==> src/rtl/rs_pkg.sv <==
// Shared definitions for the ALU reservation-station issue logic.
`timescale 1ns/1ps
package rs_pkg;

    localparam int N_ENT    = 8;
    localparam int CONF_CYC = 2;
    localparam int DLY_LEN  = 2;  // width of the per-entry confirmation counter

    typedef enum logic [1:0] {
        ENT_FREE   = 2'd0,
        ENT_WAIT   = 2'd1,
        ENT_ISSUED = 2'd2
    } ent_state_t;

endpackage

==> src/rtl/age_matrix.sv <==
// Relative-age tracker: older[i][j]=1 means entry j was allocated before entry i.
`timescale 1ns/1ps
module age_matrix #(
    parameter int N = 8
) (
    input  logic         clk,
    input  logic         rst_n,
    input  logic         flush,
    input  logic [N-1:0] alloc_oh,
    input  logic [N-1:0] busy,
    input  logic [N-1:0] elig,
    output logic [N-1:0] oldest_oh,
    output logic [N-1:0] second_oh
);

    logic [N-1:0] older [N];

    always_ff @(posedge clk or negedge rst_n) begin
        if (!rst_n) begin
            for (int i = 0; i < N; i++) older[i] <= '0;
        end else if (flush) begin
            for (int i = 0; i < N; i++) older[i] <= '0;
        end else begin
            // New entry sees every live entry as older; its column is wiped so stale
            // bits from a previous occupant never make it look old to others.
            for (int i = 0; i < N; i++) begin
                if (alloc_oh[i])
                    older[i] <= busy & ~alloc_oh;
                else
                    older[i] <= older[i] & ~alloc_oh;
            end
        end
    end

    always_comb begin
        oldest_oh = '0;
        second_oh = '0;
        for (int i = 0; i < N; i++) begin
            oldest_oh[i] = elig[i] && ((older[i] & elig) == '0);
            second_oh[i] = elig[i] && ($countones(older[i] & elig) == 1);
        end
    end

endmodule

==> src/rtl/issue_select.sv <==
// Dual-port oldest-first issue select for the ALU reservation station.
`timescale 1ns/1ps
module issue_select
    import rs_pkg::*;
#(
    parameter int N_ENT    = rs_pkg::N_ENT,
    parameter int CONF_CYC = rs_pkg::CONF_CYC,
    localparam int IDX_W   = (N_ENT > 1) ? $clog2(N_ENT) : 1
) (
    input  logic             clk,
    input  logic             rst_n,
    input  logic             alloc_valid,
    output logic             alloc_ready,
    output logic [IDX_W-1:0] alloc_idx,
    input  logic [N_ENT-1:0] req_vec,
    input  logic [1:0]       fu_rdy,
    output logic [1:0]       gnt_valid,
    output logic [IDX_W-1:0] gnt_idx0,
    output logic [IDX_W-1:0] gnt_idx1,
    input  logic [N_ENT-1:0] cancel_vec,
    input  logic             flush,
    output logic [N_ENT-1:0] busy,
    output logic [N_ENT-1:0] issued
);

    function automatic logic [N_ENT-1:0] lowest_oh(input logic [N_ENT-1:0] v);
        logic [N_ENT-1:0] r;
        r = '0;
        for (int i = N_ENT - 1; i >= 0; i--) begin
            if (v[i]) begin
                r    = '0;
                r[i] = 1'b1;
            end
        end
        return r;
    endfunction

    function automatic logic [IDX_W-1:0] oh2idx(input logic [N_ENT-1:0] oh);
        logic [IDX_W-1:0] r;
        r = '0;
        for (int i = 0; i < N_ENT; i++)
            if (oh[i]) r = r | IDX_W'(i);
        return r;
    endfunction

    ent_state_t       state [N_ENT];
    logic [DLY_LEN-1:0] cnt [N_ENT];

    logic [N_ENT-1:0] free_vec, wait_vec, issued_vec;
    logic [N_ENT-1:0] free_oh, alloc_oh;
    logic [N_ENT-1:0] elig_p0, oldest_p0, second_p0;
    logic [N_ENT-1:0] g0_oh_p0, g1_oh_p0, issue_oh_p0;

    always_comb begin
        free_vec   = '0;
        wait_vec   = '0;
        issued_vec = '0;
        for (int i = 0; i < N_ENT; i++) begin
            free_vec[i]   = (state[i] == ENT_FREE);
            wait_vec[i]   = (state[i] == ENT_WAIT);
            issued_vec[i] = (state[i] == ENT_ISSUED);
        end
    end

    assign busy        = ~free_vec;
    assign issued      = issued_vec;
    assign alloc_ready = |free_vec;
    assign free_oh     = lowest_oh(free_vec);
    assign alloc_idx   = oh2idx(free_oh);
    assign alloc_oh    = free_oh & {N_ENT{alloc_valid & ~flush}};

    // Stage p0: selection from registered state; cancelled entries sit out this cycle.
    assign elig_p0 = req_vec & wait_vec & ~cancel_vec;

    age_matrix #(.N(N_ENT)) u_age (
        .clk       (clk),
        .rst_n     (rst_n),
        .flush     (flush),
        .alloc_oh  (alloc_oh),
        .busy      (busy),
        .elig      (elig_p0),
        .oldest_oh (oldest_p0),
        .second_oh (second_p0)
    );

    always_comb begin
        g0_oh_p0 = '0;
        g1_oh_p0 = '0;
        if (fu_rdy[0]) begin
            g0_oh_p0 = oldest_p0;
            if (fu_rdy[1]) g1_oh_p0 = second_p0;
        end else if (fu_rdy[1]) begin
            g1_oh_p0 = oldest_p0;
        end
        if (flush) begin
            g0_oh_p0 = '0;
            g1_oh_p0 = '0;
        end
    end

    assign issue_oh_p0 = g0_oh_p0 | g1_oh_p0;

    // Stage p1: registered grants.
    always_ff @(posedge clk or negedge rst_n) begin
        if (!rst_n) begin
            gnt_valid <= '0;
            gnt_idx0  <= '0;
            gnt_idx1  <= '0;
        end else begin
            gnt_valid <= {|g1_oh_p0, |g0_oh_p0};
            if (|g0_oh_p0) gnt_idx0 <= oh2idx(g0_oh_p0);
            if (|g1_oh_p0) gnt_idx1 <= oh2idx(g1_oh_p0);
        end
    end

    always_ff @(posedge clk or negedge rst_n) begin
        if (!rst_n) begin
            for (int i = 0; i < N_ENT; i++) begin
                state[i] <= ENT_FREE;
                cnt[i]   <= '0;
            end
        end else if (flush) begin
            for (int i = 0; i < N_ENT; i++) begin
                state[i] <= ENT_FREE;
                cnt[i]   <= '0;
            end
        end else begin
            for (int i = 0; i < N_ENT; i++) begin
                case (state[i])
                    ENT_FREE: begin
                        if (alloc_oh[i]) state[i] <= ENT_WAIT;
                    end
                    ENT_WAIT: begin
                        if (issue_oh_p0[i]) begin
                            state[i] <= ENT_ISSUED;
                            cnt[i]   <= DLY_LEN'(CONF_CYC);
                        end
                    end
                    ENT_ISSUED: begin
                        // Replay beats the free that would otherwise land this cycle.
                        if (cancel_vec[i]) begin
                            state[i] <= ENT_WAIT;
                            cnt[i]   <= '0;
                        end else if (cnt[i] == DLY_LEN'(1) || cnt[i] == '0) begin
                            state[i] <= ENT_FREE;
                            cnt[i]   <= '0;
                        end else begin
                            cnt[i] <= cnt[i] - 1'b1;
                        end
                    end
                    default: begin
                        state[i] <= ENT_FREE;
                        cnt[i]   <= '0;
                    end
                endcase
            end
        end
    end

endmodule

==> config.mk <==
export PLATFORM = sky130hd
export DESIGN_NAME = issue_select
export DESIGN_NICKNAME = d
export VERILOG_FILES = /design/src/rtl/rs_pkg.sv /design/src/rtl/age_matrix.sv /design/src/rtl/issue_select.sv
export SDC_FILE = /design/constraint.sdc
export NUM_CORES = 1
export LEC_CHECK = 0
export CAP_MARGIN = 20
export CORE_UTILIZATION = 45
export CTS_BUF_LIST = sky130_fd_sc_hd__clkbuf_4
export DETAILED_ROUTE_END_ITERATION = 16
export PLACE_DENSITY = 0.73
export SKIP_CTS_REPAIR_TIMING = 1
export SLEW_MARGIN = 20
export SYNTH_ARGS = -nofsm -noshare
export SYNTH_HDL_FRONTEND = slang
export SYNTH_HIERARCHICAL = 1
export SYNTH_SLANG_ARGS = --single-unit
==> constraint.sdc <==
create_clock -name clk -period 5.2 [get_ports clk]
set_input_delay 1.04 -clock clk [delete_from_list [all_inputs] [get_ports clk]]
set_output_delay 1.04 -clock clk [all_outputs]
set_load 0.02 [all_outputs]
==> flow_summary.yaml, run 1 <==
worst_setup_path:
  crit_required_ns: 5.60
  startpoint_type: "input port"
  cp_slowest_cell: "fa_1"
  crit_type: "input port to flip-flop"
  path_max_fanout: 5
  r2r-end: "state[4]$_DFFE_PN0P_"
  reg2regPathDepth: 20
  rrSetupSlack_ns: 0.32
  worstPathCellList: "clkdlybuf4s50_1 -> nand2_1 -> nor2_1 -> buf_4 -> buf_12 -> and2_1 -> fa_1 -> inv_1 -> fa_1 -> fa_1 -> inv_1 -> ha_2 -> inv_1 -> fa_2 -> nand3_1 -> a21oi_2 -> a21o_1 -> a221oi_2 -> a311oi_2 -> mux2_1"
  slowest_delay_ns: 0.53
  critPathCaptureType: "flip-flop"
  cp.arrival_ns: 5.49
  r2r_start: "state[13]$_DFFE_PN0P_"
floorplanning:
  fp.coreArea_um2: 16600
  row_count: 47
  ios: 50
  die-area_um2: 17600
  initial_utilization: 0.462
  die_h_um: 133
  die_x_um: 133
cells_and_area:
  final_cells: 1165
  antenna_cells: 0
  post-route-cell-area_um2: 9100
  drive_above_1_share: 0.139
  area_growth_pct: 18.3
  final_nets: 1063
cts:
  clk_pin_slew_ns: 0.18
  root_buffer: "clkbuf_4"
  cts_made_buffers: 9
  h-tree-depth: 3
  clockBufferDepth: 2
  cts_tree: "done"
  clk_latency_ns: 0.51
  cts.sinks: 104
worst_hold_path:
  hp-start: "cnt[14]$_DFFE_PN0P_"
  min_delay_path_depth: 1
  min_delay_worst_endpoint: "cnt[14]$_DFFE_PN0P_"
  hold_class: "flip-flop to flip-flop"
run:
  maxCapViolations: 0
sta:
  max_slew_margin: 0.369
  finClkSkew_ns: 0.0214
  hold_violations: 0
  finalCritPeriodShare: 0.979
  worst_slack_ns: 0.110
  rsz0062_at_grt: "yes"
  final_max_slew_viol_count: 0
  clock.fmax_ghz: 0.196
  tns_ns: 0
  worst_pin_slew_ns: 0.942
  finalCriticalPeriod_ns: 5.09
  finalSetupViolations: 0
synth:
  syn_area_um2: 7690
  synth_most_common_cell: "inv_1"
  synthFlopType: "dfrtp_1"
  avgSynthCellArea_um2: 9.10
  synthesis.nets: 969
  yosysTopAreaCell: "dfrtp_1"
  synth-edff-count: 0
  synth.top_cells.by_area: "dfrtp_1, ha_1, fa_1"
  netlist_top_cells_count: "inv_1, dfrtp_1, nor2_1"
  synth-seq-area-share: 0.338
  yosysTopAreaCellShare: 0.338
  synthAdderAreaFrac: 0.195
  synth_top_family_by_area: "simple AND/OR/NAND/NOR gates"
  postSynthCellCount: 846
  synthSimpleGateAreaFrac: 0.211
  synthXorXnorAreaFrac: 0
  synth_mux_area_frac: 0.0842
  yosysWarnings: 6
  yosys.cell_types.count: 64
  synth_compound_area_frac: 0.0997
  async_reset_ff_frac: 1.00
  synth.ff_latch_count: 104
drt:
  ant_nets: 0
  drc: 0
  totalWireLength_um: 20500
  via_count: 6396
  drt-wirelength-per-cell_um: 17.6
  via_per_inst: 5.49
  firstDrtPassIters: 5
  first_iter_violations: 454
place:
  dp_hpwl_um: 15300
  place.gp.congestion: 0.861
  numPlacedInstances: 1147
  place_ws_ns: -0.513
  io_buffers: 49
  place_area_um2: 8840
power:
  ir_drop_mv: 0.392
  p_leak_nw: 4.32
  power.density_nw_per_um2: 313
global_route:
  grt_pass1_wl_um: 32900
  grt_max_degree: 68
  grt_use_total: 0.241
  antenna_found_initial: 0
  overflow: 0
  first_global_vias: 6250
outcome:
  status: "completed"
area by class of cell:
| cell class | count | area (um2) |
|---|---|---|
| multi-input combinational | 599 | 4650 |
| inverter | 110 | 413 |
| tap | 220 | 275 |
| sequential | 104 | 2600 |
| clock buffer | 9 | 67.6 |
| timing repair buffer | 116 | 1010 |
| clock inverter | 7 | 85.1 |
| fill | 1524 | 7540 |
worst max-delay path by stage:
stage	start	depth (start not counted)	slack, ns	end
3_3_place_gp	cancel_vec[1]	19	-0.43	state[3]$_DFFE_PN0P_
6_report	req_vec[0]	20	0.11	state[4]$_DFFE_PN0P_
5_1_grt	req_vec[3]	20	-0.08	state[8]$_DFFE_PN0P_
4_1_cts	cancel_vec[1]	20	0.06	cnt[1]$_DFFE_PN0P_
2_1_floorplan	cancel_vec[1]	18	0.1	cnt[7]$_DFFE_PN0P_
3_5_place_dp	cancel_vec[1]	19	-0.51	state[6]$_DFFE_PN0P_
flip-flops by register name, indices dropped and copies added (netlist names):
signal / cells
cnt: 16
gnt_idx0: 3
gnt_idx1: 3
gnt_valid: 2
state: 16
u_age/older: 64
metrics by stage:
| step | hold slack [ns] | util | power (mW) |
|---|---|---|---|
| floorplan | 0.447 | - | 1.81 |
| global placement | 0.475 | 0.531 | 2.36 |
| detailed placement | 0.478 | 0.531 | 2.37 |
| CTS | 0.501 | 0.540 | 2.85 |
| global route | 0.527 | 0.547 | 3.02 |
| finish | 0.505 | 0.547 | 2.85 |
per-layer routing:
layer | up-vias | part of all wire | global-route usage | routed length [um]
met5 | - | 0 | 0 | 0
met4 | 0 | 0.025 | 0.0766 | 511
met3 | 38 | 0.061 | 0.0502 | 1240
met2 | 190 | 0.48 | 0.390 | 9730
met1 | 3147 | 0.44 | 0.324 | 8970
li1 | 3021 | - | - | -
worst max-delay path: cells and delay by family:
kind | cells | cell delay [ns]
adders and majority gates | 5 | 2.16
AOI/OAI and AO/OA | 4 | 0.73
buffers and inverters | 6 | 0.83
and+or+nand+nor | 4 | 0.37
muxes | 1 | 0.35
where the power goes:
part / internal [mW] / switching, mW
combinational: 0.554 / 0.841
clock: 0.157 / 0.314
sequential: 0.903 / 0.0800
total: 1.61 / 1.23
cell usage in the layout (no fill, tap or decap), types with 22 or more instances in the layout:
cell type        count
and2_1              22
fa_1                31
clkdlybuf4s50_1     46
buf_4               66
mux2i_1             58
dfrtp_1            104
ha_1                67
nand2_1             74
inv_1              109
nor2_1              94
nand3_1             27
a21oi_1             27
logic make-up (layout without fill, tap and decap cells):
| group | Yosys count | after routing |
|---|---|---|
| simple gates | 322 | 322 |
| buf+inv | 143 | 242 |
| compound gates | 112 | 112 |
| flops | 104 | 104 |
| fa+ha+maj | 101 | 101 |
| mux | 64 | 64 |
Note: power is estimated with default switching activity, not from simulation.
==> inputs of run 2 (changes only) <==
--- a/config.mk
+++ b/config.mk
@@ -6,6 +6,7 @@
 export NUM_CORES = 1
 export LEC_CHECK = 0
 export CAP_MARGIN = 20
+export CORE_MARGIN = 2
 export CORE_UTILIZATION = 45
 export CTS_BUF_LIST = sky130_fd_sc_hd__clkbuf_4
 export DETAILED_ROUTE_END_ITERATION = 16
==> run 2 against run 1 <==
  * Final cell count rose by 1.0%
  * Clock-buffer cell count did not move
  * Sequential share of layout area fell by 0.25 points
  * Setup slack got worse by 0.045 ns
  * Flip-flop and latch count did not move
  * Via count rose by 0.97%
  * Clock skew rose by 0.0054 ns
  * Maximum frequency fell by 0.88%
  * Total power rose by 1.3%
  * Critical path type unchanged
  * Highest routed layer unchanged
==> flow_summary.yaml, run 2 (synthesis gave the netlist of run 1 again) <==
sta:
  finalCriticalPeriod_ns: 5.14
  max_slew_margin: 0.320
  finalSetupViolations: 0
  finClkSkew_ns: 0.0268
  hold_ws_ns: 0.393
  hold_violations: 0
  worst_pin_slew_ns: 1.02
  final_max_slew_viol_count: 0
  clock.fmax_ghz: 0.195
  tns_ns: 0
  worst_slack_ns: 0.0644
  finalCritPeriodShare: 0.988
cts:
  cts.sinks: 104
  cts_made_buffers: 9
  root_buffer: "clkbuf_4"
  clockBufferDepth: 2
  clk_pin_slew_ns: 0.18
  cts_tree: "done"
  clk_latency_ns: 0.52
  h-tree-depth: 3
drt:
  via_count: 6458
  drt-wirelength-per-cell_um: 18.0
  drc: 0
  ant_nets: 0
  totalWireLength_um: 21200
  first_iter_violations: 490
  firstDrtPassIters: 5
  via_per_inst: 5.49
global_route:
  antenna_found_initial: 0
  grt_use_total: 0.240
  grt_max_degree: 76
  first_global_vias: 6421
  overflow: 0
  grt_pass1_wl_um: 33700
power:
  power.density_nw_per_um2: 314
  p_leak_nw: 4.37
  ir_drop_mv: 0.303
  fin_total_pwr_mw: 2.88
cells_and_area:
  final_cells: 1177
  area_growth_pct: 19.3
  regMostFlops: "u_age/older"
  antenna_cells: 0
  multi_input_area_um2: 4640
  final_nets: 1075
  mostFrequentLayoutCells: "inv_1, dfrtp_1, nor2_1"
  largestRegisters: "u_age/older: 64 flops, cnt: 16 flops, state: 16 flops"
  fill_cells: 1484
  largest_reg_flops: 64
  final_common_cell: "inv_1"
  seqCellArea_um2: 2600
  drive_above_1_share: 0.153
worst_setup_path:
  r2r_start: "state[13]$_DFFE_PN0P_"
  cp_top_family: "adder cells"
  path_common_cell: "fa_1"
  crit_type: "input port to flip-flop"
  cp_num_buf_inv: 6
  r2r-end: "state[8]$_DFFE_PN0P_"
  rrSetupSlack_ns: 0.21
  startpoint_type: "input port"
  slowest_delay_ns: 0.56
  cp_slowest_cell: "fa_2"
  critPathCaptureType: "flip-flop"
  cp.arrival_ns: 5.59
  crit_required_ns: 5.66
  worstPathCellList: "clkdlybuf4s50_1 -> nand2_2 -> nor2_4 -> buf_4 -> and2_4 -> fa_1 -> inv_2 -> fa_1 -> fa_1 -> inv_1 -> ha_2 -> inv_2 -> fa_2 -> nand3_2 -> a21oi_2 -> a21o_1 -> a221oi_2 -> buf_4 -> or4_1 -> o21ai_1"
  reg2regPathDepth: 21
  path_max_fanout: 4
place:
  place_ws_ns: -0.518
  io_buffers: 49
  place.gp.congestion: 0.889
  numPlacedInstances: 1154
  dp_hpwl_um: 15300
floorplanning:
  die_h_um: 135
  ios: 50
  initial_utilization: 0.462
  die-area_um2: 18200
  row_count: 47
  die_x_um: 135
  fp.coreArea_um2: 16600
worst_hold_path:
  hold_class: "input port to asynchronous set/reset pin"
outcome:
  status: "completed"
run:
  maxCapViolations: 0
-- run 2: area by class of cell --
class,count,share of cell area
Clock buffer,9,0.00736
Clock inverter,7,0.00831
Inverter,110,0.0450
Multi-Input combinational cell,599,0.505
Sequential cell,104,0.283
Tap cell,220,0.0300
Timing Repair Buffer,128,0.121
-- run 2: worst max-delay path by stage --
stage / from / to / slack [ns] / depth (start not counted)
2_1_floorplan: cancel_vec[1] / cnt[7]$_DFFE_PN0P_ / 0.1 / 18
3_3_place_gp: cancel_vec[1] / state[6]$_DFFE_PN0P_ / -0.47 / 19
3_5_place_dp: cancel_vec[1] / state[6]$_DFFE_PN0P_ / -0.52 / 19
4_1_cts: cancel_vec[1] / state[6]$_DFFE_PN0P_ / 0.02 / 19
5_1_grt: req_vec[3] / state[8]$_DFFE_PN0P_ / -0.04 / 20
6_report: req_vec[0] / state[8]$_DFFE_PN0P_ / 0.06 / 20
-- run 2: metal layers --
metal / up-vias / routed length (um) / track usage
met5: - / 0 / 0
met4: 0 / 678 / 0.0971
met3: 52 / 1520 / 0.0616
met2: 234 / 10000 / 0.386
met1: 3127 / 8970 / 0.311
li1: 3045 / - / -
-- run 2: through the flow --
| step | cell area (um2) | utilization |
|---|---|---|
| floorplan | 7690 | - |
| global placement | 8880 | 0.533 |
| detailed placement | 8880 | 0.533 |
| CTS | 9020 | 0.542 |
| global route | 9180 | 0.552 |
| finish | 9180 | 0.552 |
-- run 2: where the power goes --
part           total [mW]  switching [mW]  leakage (nW)  internal [mW]
clock               0.455           0.304        0.0786          0.152
combinational        1.45           0.872          2.87          0.573
sequential          0.984          0.0810          1.43          0.903
